$ cat config.mk
export PLATFORM = sky130hd
export DESIGN_NAME = bullet_ctrl
export DESIGN_NICKNAME = d
export VERILOG_FILES = /design/src/rtl/bullet_ctrl.sv
export SDC_FILE = /design/constraint.sdc
export NUM_CORES = 1
export LEC_CHECK = 0
export CAP_MARGIN = 10
export CORE_MARGIN = 4
export CORE_UTILIZATION = 40
export CTS_BUF_LIST = sky130_fd_sc_hd__clkbuf_8
export DETAILED_ROUTE_END_ITERATION = 10
export GPL_TIMING_DRIVEN = 0
export PLACE_DENSITY = 0.61
export RECOVER_POWER = 50
export SETUP_SLACK_MARGIN = 0.2
export SLEW_MARGIN = 10
export SYNTH_ARGS = -nofsm -noshare
export SYNTH_HDL_FRONTEND = slang
export SYNTH_SLANG_ARGS = --single-unit
$ cat constraint.sdc
create_clock -name clk_i -period 13.9 [get_ports clk_i]
set_input_delay 4.17 -clock clk_i [delete_from_list [all_inputs] [get_ports clk_i]]
set_output_delay 4.17 -clock clk_i [all_outputs]
set_load 0.03 [all_outputs]
$ cat src/rtl/bullet_ctrl.sv
`default_nettype none
// ============================================================================
// Module   : bullet_ctrl
// Purpose  : Bullet pool controller. Handles fire allocation and per-frame
//            motion, and selects the sprite origin per scan pixel.
//            Optional fire cooldown is enabled by defining BULLET_COOLDOWN_EN.
// Revision : 1.0
// ============================================================================
module bullet_ctrl #(
  parameter int NUM_BULLETS = 4,
  parameter int SPEED       = 4,
  parameter int H_MAX       = 640,
  parameter int V_MAX       = 480,
  parameter int COOLDOWN    = 8
) (
  input  logic                   clk_i,
  input  logic                   reset_i,
  input  logic                   frame_tick_i,
  input  logic                   fire_req_i,
  input  logic [1:0]             fire_dir_i,
  input  logic [10:0]            fire_x_i,
  input  logic [10:0]            fire_y_i,
  output logic                   fire_ack_o,
  input  logic [NUM_BULLETS-1:0] kill_i,
  input  logic [10:0]            x_i,
  input  logic [10:0]            y_i,
  output logic [10:0]            x0_o,
  output logic [10:0]            y0_o,
  output logic [NUM_BULLETS-1:0] active_o
);

  typedef enum logic [1:0] {
    DIR_UP    = 2'd0,
    DIR_DOWN  = 2'd1,
    DIR_LEFT  = 2'd2,
    DIR_RIGHT = 2'd3
  } dir_e;

  localparam int          c_IW    = (NUM_BULLETS > 1) ? $clog2(NUM_BULLETS) : 1;
  localparam logic [11:0] c_SPEED = 12'(SPEED);
  localparam logic [11:0] c_XLIM  = 12'(H_MAX - 8);
  localparam logic [11:0] c_YLIM  = 12'(V_MAX - 8);
  localparam logic [10:0] c_NONE  = 11'h7FF;

  logic [NUM_BULLETS-1:0] act_q, act_d;
  logic [10:0]            bx_q  [NUM_BULLETS];
  logic [10:0]            bx_d  [NUM_BULLETS];
  logic [10:0]            by_q  [NUM_BULLETS];
  logic [10:0]            by_d  [NUM_BULLETS];
  dir_e                   dir_q [NUM_BULLETS];
  dir_e                   dir_d [NUM_BULLETS];

  logic            alloc_ok;
  logic [c_IW-1:0] alloc_idx;
  logic            fire_go;
  logic            cool_ok;
  logic            hit;

`ifdef BULLET_COOLDOWN_EN
  localparam int c_CW = (COOLDOWN < 1) ? 1 : $clog2(COOLDOWN + 1);
  logic [c_CW-1:0] cool_q;

  always_ff @(posedge clk_i or posedge reset_i) begin
    if (reset_i) begin
      cool_q <= '0;
    end else if (fire_go) begin
      cool_q <= c_CW'(COOLDOWN);
    end else if (frame_tick_i && (cool_q != '0)) begin
      cool_q <= cool_q - c_CW'(1);
    end
  end

  assign cool_ok = (cool_q == '0);
`else
  assign cool_ok = 1'b1;
`endif

  // Allocation looks only at slot state from the start of the cycle, so a
  // slot being killed this cycle is still busy.
  always_comb begin
    alloc_ok  = 1'b0;
    alloc_idx = '0;
    for (int i = NUM_BULLETS - 1; i >= 0; i--) begin
      if (!act_q[i]) begin
        alloc_ok  = 1'b1;
        alloc_idx = c_IW'(i);
      end
    end
    fire_go = fire_req_i && alloc_ok && cool_ok && !reset_i;
  end

  always_comb begin
    act_d = act_q;
    bx_d  = bx_q;
    by_d  = by_q;
    dir_d = dir_q;
    for (int i = 0; i < NUM_BULLETS; i++) begin
      if (act_q[i] && frame_tick_i) begin
        case (dir_q[i])
          DIR_UP:
            if ({1'b0, by_q[i]} < c_SPEED) act_d[i] = 1'b0;
            else                           by_d[i] = by_q[i] - c_SPEED[10:0];
          DIR_DOWN:
            if (({1'b0, by_q[i]} + c_SPEED) > c_YLIM) act_d[i] = 1'b0;
            else                                      by_d[i] = by_q[i] + c_SPEED[10:0];
          DIR_LEFT:
            if ({1'b0, bx_q[i]} < c_SPEED) act_d[i] = 1'b0;
            else                           bx_d[i] = bx_q[i] - c_SPEED[10:0];
          default:
            if (({1'b0, bx_q[i]} + c_SPEED) > c_XLIM) act_d[i] = 1'b0;
            else                                      bx_d[i] = bx_q[i] + c_SPEED[10:0];
        endcase
      end
      if (kill_i[i]) begin
        act_d[i] = 1'b0;
      end
      if (fire_go && (alloc_idx == c_IW'(i))) begin
        act_d[i] = 1'b1;
        bx_d[i]  = fire_x_i;
        by_d[i]  = fire_y_i;
        dir_d[i] = dir_e'(fire_dir_i);
      end
    end
  end

  always_ff @(posedge clk_i or posedge reset_i) begin
    if (reset_i) begin
      act_q <= '0;
      for (int i = 0; i < NUM_BULLETS; i++) begin
        bx_q[i]  <= '0;
        by_q[i]  <= '0;
        dir_q[i] <= DIR_UP;
      end
    end else begin
      act_q <= act_d;
      bx_q  <= bx_d;
      by_q  <= by_d;
      dir_q <= dir_d;
    end
  end

  // Lowest-index covering slot owns the sprite source for this pixel.
  always_comb begin
    hit  = 1'b0;
    x0_o = c_NONE;
    y0_o = c_NONE;
    for (int i = 0; i < NUM_BULLETS; i++) begin
      if (!hit && act_q[i] &&
          (x_i >= bx_q[i]) && ((x_i - bx_q[i]) < 11'd8) &&
          (y_i >= by_q[i]) && ((y_i - by_q[i]) < 11'd8)) begin
        hit  = 1'b1;
        x0_o = bx_q[i];
        y0_o = by_q[i];
      end
    end
  end

  assign fire_ack_o = fire_go;
  assign active_o   = act_q;

endmodule
`default_nettype wire
==> metrics.md <==
| Metric | Value |
|---|---|
| Synthesized area | `11540 sq um` |
| Critical Path Fanout Max | `10` |
| Die area | `31630 sq um` |
| Grt ovf | `0` |
| Total Wirelength | `42.92 mm` |
| Register bit total from synthesis | `100` |
| Outcome | `finished with violations` |
| Initial antenna violation count | `0` |
| Ports | `81` |
| DRC Markers | `0` |
| Synth warn | `0` |
| Setup Fix Bufs, Post-CTS | `0` |
| Area post-placement | `12840 sq um` |
| Slew HR | `-1.311` |
| Pre-CTS WS | `0.8473 ns` |
| FP Rows | `61` |
| Synth area leaders | `dfrtp_1 22%, ha_1 12%, nand2_1 5.3%` |
| Seq/Total Area, Yosys | `0.2169` |
| # setup viols final | `0` |
| Most used cell along the critical path | `clkdlybuf4s50_1` |
| Post-synth EDFFs | `0` |
| Final count of hold timing violations | `0` |
| CTS tree | `done` |
| Die Y | `177.8 um` |
| Critical Path, Cell by Cell | `clkdlybuf4s50_1, ha_1, o21a_1, nor2_1, a211oi_1, o221ai_1, nor3_1, o2111ai_2, a2111oi_4, buf_6, mux2i_1, clkdlybuf4s50_1` |
| Worst setup EP type | `primary output` |
| Hold Path Class | `reg2reg` |
| Vias in the first global route | `10.84k` |
| PostCTS Resize Cnt | `0` |
| # hold bufs at CTS | `0` |
| CP top delay family | `compound AO/OA/AOI/OAI gates` |
| CP Buf/Inv Count | `3` |
| Largest net degree at the start of global routing | `59` |
| Commonest non-fill, non-tap cells in the layout | `162 x nand2_1, 140 x nor2_1, 115 x ha_1, 107 x a21oi_1, 103 x inv_1` |
| Slew Limit Fails | `105` |
| Setup ws final | `0.7068 ns` |
| Top-area cell type share of the netlist area | `0.2169` |
| First-pass GRT wire length | `65.06 mm` |
| Maximum clock insertion buffer count | `2` |
| Core ar. | `28090 sq um` |
| Synth Instances | `1524` |
| Clk sinks | `100` |
| Maxcap violations | `2` |
| Via density | `5.992` |
| DR pass1 iterations | `5` |
| Design area | `13050 sq um` |
| Ratio of cells with drive above 1 in the final layout | `0.05490` |
| Root buf cell | `clkbuf_8` |
| DR WL/cell | `21.47 um` |
| Pwr Density | `133.1 nW/um^2` |
| Later-pin clock latency in the skew report | `0.42 ns` |
| Hold Worst Slack | `0.5431 ns` |
| Area leader, netlist | `dfrtp_1` |
| Nets | `1785` |
| Antenna Cells | `0` |
| Port Buffers | `80` |
| Final GP Congestion | `0.9829` |
| Max incr delay on CP | `0.73 ns` |
| Clock transition at the registers of the reported paths | `0.12 ns` |
| P&R area growth vs syn | `13.08%` |
| Final core occ | `0.4645` |
| Peak VDD IR | `0.06589 mV` |
| Clock skew | `0.02686 ns` |
| CTS Buf Count | `9` |
| Tightest Pin Transition | `3.467 ns` |
| Crit-path slowest cell | `clkdlybuf4s50_1` |
| Ys flop type | `dfrtp_1` |
| Period minus WS final | `13.19 ns` |
| Routed via count | `11.98k` |
| Initial DRC Count | `1285` |
| Worst setup SP type | `primary input` |
| Tcrit/Tclk final | `0.9492` |
| Leakage | `0.005362 uW` |
| Routed Antenna Nets | `0` |
| Async set-reset flop share out of synthesis | `1.000` |
| Detailed Place HPWL | `33.90 mm` |
| Initial core utilization | `0.4108` |
| F_max | `75.80 MHz` |
| Critical Path AT | `9.02 ns` |
| RSZ-0062 raised after global routing | `no` |
| Distinct cells, synth | `85` |
| Failing checks | `capacitance limit, slew limit` |
| Die Width | `177.8 um` |
| GRT Util Overall | `0.2684` |
| Avg Inst Size Synth | `7.570 sq um` |
| Required @ worst endpoint | `9.73 ns` |
| H-tree depth | `3` |
| Crit Path Class | `in2out` |
| Commonest non-fill, non-tap cell in the layout | `nand2_1` |
| Syn Nets | `1693` |
[worst register-to-register path: stages (launching register included)]
cell	delay (ns)
dfrtp_1	0.44
inv_1	0.21
ha_1	0.19
inv_1	0.04
o311ai_1	0.40
a21o_1	0.17
o21ai_0	0.07
a22oi_1	0.22
o311ai_1	0.23
a2111oi_0	1.02
clkbuf_1	0.47
o21ai_1	0.16
xnor2_1	0.17
a21oi_1	0.09
[flip-flops by register name, summed over array words and instances (netlist names)]
register  cells
bx_q         44
by_q         44
dir_q         8
active_o      4
[synthesized netlist by cell type, types with 5 or more instances]
cell,count
o31a_1,6
nor4_1,16
or2_2,9
clkbuf_1,57
a211oi_1,8
nand3b_1,10
nand4_1,30
mux2i_1,22
nand2b_1,23
o2111ai_1,9
o22ai_1,7
buf_6,6
o21a_1,32
mux2_2,6
nor3_1,51
or3_1,7
xnor2_1,68
o31ai_1,10
nand3_1,47
xor2_1,14
inv_1,104
nor4b_1,5
a21o_1,16
nor2b_1,24
a31oi_1,22
o221a_1,5
o21ai_1,30
and3_1,24
ha_1,115
inv_2,5
a22oi_1,13
o21ai_0,71
nor3b_1,8
o211ai_1,8
a41oi_1,5
buf_2,13
nand2_1,162
and2_1,7
a21oi_1,107
a221oi_2,14
dfrtp_1,100
nor2_1,140
[worst paths after layout]
path                       endpoint  cells past startpoint  slack (ns)     start
min in group asynchronous   bx_q[4]                      2        4.78   reset_i
setup / recovery            x0_o[2]                     12        0.71    y_i[5]
setup reg to reg           by_q[32]                     13        9.87  by_q[25]
hold reg to reg             by_q[1]                      1        0.54   by_q[1]
hold / removal              by_q[1]                      1        0.54   by_q[1]
max in group asynchronous  by_q[26]                      3        5.12   reset_i
[cell families (layout without fill, tap and decap cells)]
| group | Yosys count | after routing | share of synthesized area |
|---|---|---|---|
| and+or+nand+nor | 588 | 588 | 0.2520 |
| AOI/OAI and AO/OA | 425 | 425 | 0.2530 |
| buffers and inverters | 186 | 283 | 0.06615 |
| adders and majority gates | 115 | 115 | 0.1247 |
| DFF | 100 | 100 | 0.2169 |
| xor gates and xnor gates | 82 | 82 | 0.06225 |
| muxes | 28 | 28 | 0.02494 |
[per-layer routing]
layer / routed length (um) / GRT usage / up-vias
met3: 3141 / 0.04005 / 65
met5: 0 / 0 / -
met2: 18490 / 0.4046 / 523
met1: 19890 / 0.3928 / 5696
li1: - / - / 5695
met4: 1408 / 0.08766 / 0
[area by class of cell]
type / instances / area [sq um]
fill: 2934 / 15040
multi-input combinational: 1238 / 8272
sequential: 100 / 2502
timing repair buffer: 81 / 804.5
tap: 378 / 473.0
inverter: 109 / 410.4
buffer: 77 / 354.1
clock buffer: 9 / 123.9
clock inverter: 7 / 106.4
[through the flow]
| step | power [uW] | std cells | TNS, ns |
|---|---|---|---|
| finish | 1736 | 1999 | 0 |
| global route | 1863 | 1999 | 0 |
| CTS | 1716 | 1999 | 0 |
| detailed placement | 1474 | 1983 | 0 |
| global placement | 1457 | 1982 | -0.3879 |
| floorplan | 1194 | 1524 | 0 |
[report_power, final]
| part | internal, uW | leakage [uW] | switching (uW) | total, uW |
|---|---|---|---|---|
| clock | 105 | 0.000116 | 128 | 233 |
| combinational | 398 | 0.00402 | 652 | 1050 |
| sequential | 365 | 0.00123 | 88.0 | 453 |
| total | 868 | 0.00536 | 868 | 1740 |
No activity file was read; power rests on OpenSTA's default activity.
==> variant 1 (same flow settings) <==
Remove the case item `DIR_UP` of the case on `dir_q[i]`.
--- a/src/rtl/bullet_ctrl.sv
+++ b/src/rtl/bullet_ctrl.sv
@@ -99,5 +99,2 @@
         case (dir_q[i])
-          DIR_UP:
-            if ({1'b0, by_q[i]} < c_SPEED) act_d[i] = 1'b0;
-            else                           by_d[i] = by_q[i] - c_SPEED[10:0];
           DIR_DOWN:
Function: changed (Yosys sat finds a counterexample within 4 cycles, from zero or initial values and one cycle with reset_i high).
==> variant 1 against the unedited design <==
- the run still ends with max-capacitance violations, max-slew violations left
- global-route usage decreased by 1.4 points
- hold slack got worse by 1.8 ps
- via count decreased by 6.2%
- design area decreased by 6.6%
- routed wire length decreased by 11%
- clock skew decreased by 6.4 ps
- total power decreased by 12%
- setup slack improved by 82 ps
- sequential power about the same
- critical path type unchanged
- sequential cell count unchanged
- area after synthesis decreased by 6.9%
- critical endpoint is now y0_o[8]
==> variant 1: results (changes against the unedited design) <==
stage;metric;value;unit;change
placement;dp_cells;1866;;-5.9%
pwr;ir_worst_vdd;0.00004961;V;-25%
synthesis;synthArstFlopShare;100.0;%;unchanged
timing;slew_headroom;-14.78;%;+120 points
cts;cts_setup_buffers;0;;unchanged
placement;dp_hpwl;31120;µm;-8.2%
cts;cts_max_path_buffers;2;;unchanged
status;failed_checks;max-capacitance violations, max-slew violations;;
placement;port_buffers;80;;unchanged
timing;fin_skew;20.48;ps;-6.376 ps
synthesis;synth.distinct_cells;77;;-9.4%
synthesis;synth.avg_cell_area;7.407;µm²;-2.2%
grt;grt_overflow;0;;unchanged
grt;grtUsageTotal;25.42;%;-1.4 points
pwr;leakage;4.959;nW;-7.5%
synthesis;synthFlopType;dfrtp_1;;
cts;h-tree-depth;3;;unchanged
synthesis;syn-num-nets;1612;;-4.8%
layout;layout.nets;1704;;-4.5%
critical_path;cpMaxStageDelayCell;clkdlybuf4s50_1;;
placement;dpl_cell_area;0.01199;mm²;-6.6%
route;wl_per_cell;20.30;µm;-5.5%
grt;grt_pass1_vias;10355;;-4.4%
grt;grt_pass1_wl;58040;µm;-11%
synthesis;synthTopCellsByArea;dfrtp_1 (23%), ha_1 (13%), nand2_1 (7.8%);;
synthesis;yosys-top-cells-count;nand2_1 (224), inv_1 (114), nor2_1 (109), ha_1 (108), dfrtp_1 (100);;
cts;clkTransAtPathRegs;130;ps;
cts;cts_resized;0;;unchanged
route;finalWirelength;38200;µm;-11%
status;outcome;finished with violations;;
timing;slew_viol_final;31;;-70%
layout;antenna-diode-count;0;;unchanged
critical_path;critPathArrivalTime;8940;ps;-80 ps
grt;antenna_found_initial;0;;unchanged
cts;cts_made_buffers;9;;unchanged
critical_path;cp_top_family;buffers and inverters;;
critical_path;slowest_delay;740;ps;
hold_path;holdCritPathClass;reg2reg;;
critical_path;crit_path_max_fanout;10;;unchanged
grt;grt_max_degree;73;;+24%
cts;cts-root-buf;clkbuf_8;;
job;cap_violations;1;;-1
synthesis;synth_seq_area_share;23.30;%;+1.6 points
layout;reg_top3;bx_q: 44 flops, by_q: 44 flops, dir_q: 8 flops;;
route;viasPerCell;5.969;;-0.40%
placement;gp_congestion;0.9507;;-3.3%
layout;drive_above_1_share;3.167;%;-2.3 points
route;drt_iter0_markers;840;;-35%
synthesis;ys_warn_count;0;;unchanged
cts;clk_latency;410;ps;
route;firstDrtPassIters;6;;+1
## variant 1: worst paths after layout
check                               from       end  slack (ps)  depth (start not counted)
worst max-delay path              y_i[1]   y0_o[8]         790                         13
worst min-delay path            by_q[11]  by_q[11]         540                          2
worst max register to register   bx_q[2]   bx_q[7]       10540                         10
worst min register to register  by_q[11]  by_q[11]         540                          2
max in group asynchronous        reset_i  bx_q[11]        8290                          3
min in group asynchronous        reset_i  by_q[23]        4620                          2
## variant 1: per-stage QoR
step / hold slack (ps) / setup slack [ps] / util (%) / power [mW]
floorplan: 486.1 / 2275 / - / 1.092
global placement: 507.9 / -295.2 / 45.64 / 1.308
detailed placement: 512.0 / 807.0 / 45.76 / 1.322
CTS: 542.0 / 798.4 / 46.49 / 1.528
global route: 575.0 / 580.3 / 46.48 / 1.658
finish: 541.3 / 788.9 / 46.48 / 1.535
## variant 1: logic make-up after synthesis
group	share of synthesized area, %
simple gates	25.83
compound gates	23.86
buf+inv	6.559
fa+ha+maj	12.58
flops	23.30
xor+xnor	6.524
mux	1.351
## variant 1: routing by layer
metal | global-route usage [%] | wire, µm | up-vias
met5 | 0 | 0 | -
met3 | 3.109 | 2425 | 51
met4 | 6.528 | 772 | 0
met1 | 35.62 | 17320 | 5362
met2 | 41.81 | 17680 | 403
li1 | - | - | 5417
## variant 1: power breakdown
group | switching, mW | internal, mW
clock network | 0.131 | 0.0702
logic | 0.528 | 0.353
registers | 0.0880 | 0.364
## variant 1: area by class of cell
| class | instances | area, µm² |
|---|---|---|
| fillers | 2660 | 14030 |
| multi-input cells | 1167 | 7533 |
| repair buffers | 81 | 828.3 |
| clock inverters | 7 | 67.56 |
| plain buffers | 69 | 276.5 |
| flip-flops and latches | 100 | 2502 |
| clock buffers | 9 | 123.9 |
| well taps | 335 | 419.2 |
| inverters | 114 | 429.2 |
==> variant 2 (config.mk and constraints unchanged) <==
Made on the original files. The option `BULLET_COOLDOWN_EN` is turned on by a define.
--- a/src/rtl/bullet_ctrl.sv
+++ b/src/rtl/bullet_ctrl.sv
@@ -8,2 +8,4 @@
 // ============================================================================
+`define BULLET_COOLDOWN_EN
+
 module bullet_ctrl #(
Check against the original RTL: not equivalent (a bounded check fails within 4 cycles, from zero or initial values and one cycle with reset_i high).
==> variant 2 against the unedited design <==
- critical path depth is 2 higher
- setup slack better by 180 ps
- non-clock buffer count is 7 higher
- die area is 3.5% higher
- global-route usage is 1.1 points lower
- design area is 3.1% higher
- count of clock-buffer cells in the layout is 2 higher
- total power is 33% lower
- sequential cell count is 4 higher
- first-iteration DRC count is 15% lower
- area after synthesis is 3.6% higher
- routed wire length is 0.93% higher
- largest power group unchanged
==> variant 2: results (changes against the unedited design) <==
stage;metric;value;unit;change
cts;hold_buffers;0;;unchanged
grt;grtUsageTotal;25.72;%;-1.1 points
synthesis;synth.avg_cell_area;7.601;µm²;+0.40%
route;finalWirelength;43320;µm;+0.93%
timing;slew_viol_final;0;;-100%
synthesis;synth_seq_area_share;21.77;%;+0.077 points
cts;cts-root-buf;clkbuf_8;;
timing;tightest_slew;989.0;ps;-2478 ps
placement;dp_cells;2045;;+3.1%
cts;cts_made_buffers;9;;unchanged
synthesis;yosys-top-cells-count;nand2_1 (177), nor2_1 (139), ha_1 (120), inv_1 (119), a21oi_1 (117);;
grt;grt_pass1_vias;11600;;+7.0%
cts;clkTransAtPathRegs;100;ps;-20 ps
grt;grt_pass1_wl;66710;µm;+2.5%
route;wl_per_cell;21.03;µm;-2.1%
route;viasPerCell;5.985;;-0.13%
layout;drive_above_1_share;5.269;%;-0.22 points
pwr;ir_worst_vdd;0.00004072;V;-38%
layout;layout.nets;1840;;+3.1%
layout;nFillCells;3003;;+2.4%
synthesis;synth.distinct_cells;90;;+5.9%
cts;cts_max_path_buffers;2;;unchanged
status;outcome;completed;;
pwr;powerDensity;86.96;mW/mm²;-35%
timing;fin_skew;10.19;ps;-16.67 ps
critical_path;critPathArrivalTime;8840;ps;-180 ps
placement;dp_hpwl;34670;µm;+2.3%
hold_path;holdCritPathClass;reg2reg;;
route;drt_iter0_markers;1094;;-15%
synthesis;synthTopCellsByArea;dfrtp_1 (22%), ha_1 (13%), nand2_1 (5.6%);;
synthesis;synth_edf_count;0;;unchanged
grt;grt_max_degree;63;;+6.8%
synthesis;syn-num-nets;1747;;+3.2%
-- variant 2: changes by cell type after synthesis, sizes merged, moves of 10 or more --
cell,delta
a21oi,+12
a221oi,-15
a2bb2oi,+16
a311o,+19
inv,+10
mux2i,-13
nand2,+15
nor4,+23
o21a,-23
-- variant 2: layer usage --
layer | routed length [µm] | track usage, % | part of all wire, % | vias up
met3 | 2922 | 3.201 | 6.7 | 75
met5 | 0 | 0 | 0 | -
met4 | 1272 | 7.925 | 2.9 | 0
li1 | - | - | - | 5899
met2 | 20200 | 42.54 | 47 | 465
met1 | 18930 | 35.18 | 44 | 5890
-- variant 2: area by class of cell --
class | count | share of cell area (%)
clock buffer | 11 | 1.125
timing repair buffer | 82 | 6.211
buffer | 83 | 2.706
multi-input combinational | 1267 | 63.52
sequential | 104 | 19.34
clock inverter | 4 | 0.1116
tap | 390 | 3.626
inverter | 119 | 3.357
-- variant 2: kinds of logic after synthesis --
group           count (synthesis)  synth area share [%]
compound gates                428                 24.97
xor+xnor                       92                 6.739
fa+ha+maj                     120                 12.56
buf+inv                       202                 6.781
flops                         104                 21.77
mux                            22                 2.072
simple gates                  605                 25.12
-- variant 2: report_power, final --
part	switching, mW	total, mW	internal (mW)
logic	0.344	0.572	0.229
registers	0.0621	0.409	0.347
clock network	0.117	0.189	0.0720
-- variant 2: final timing paths --
kind | startpoint | endpoint | slack, ps | cells after the start
hold / removal | cool_q[2] | cool_q[2] | 520 | 1
max in group asynchronous | reset_i | by_q[2] | 8900 | 3
setup reg to reg | bx_q[13] | bx_q[16] | 10640 | 10
setup / recovery | x_i[8] | x0_o[10] | 890 | 14
min in group asynchronous | reset_i | bx_q[19] | 4320 | 2
hold reg to reg | cool_q[2] | cool_q[2] | 520 | 1
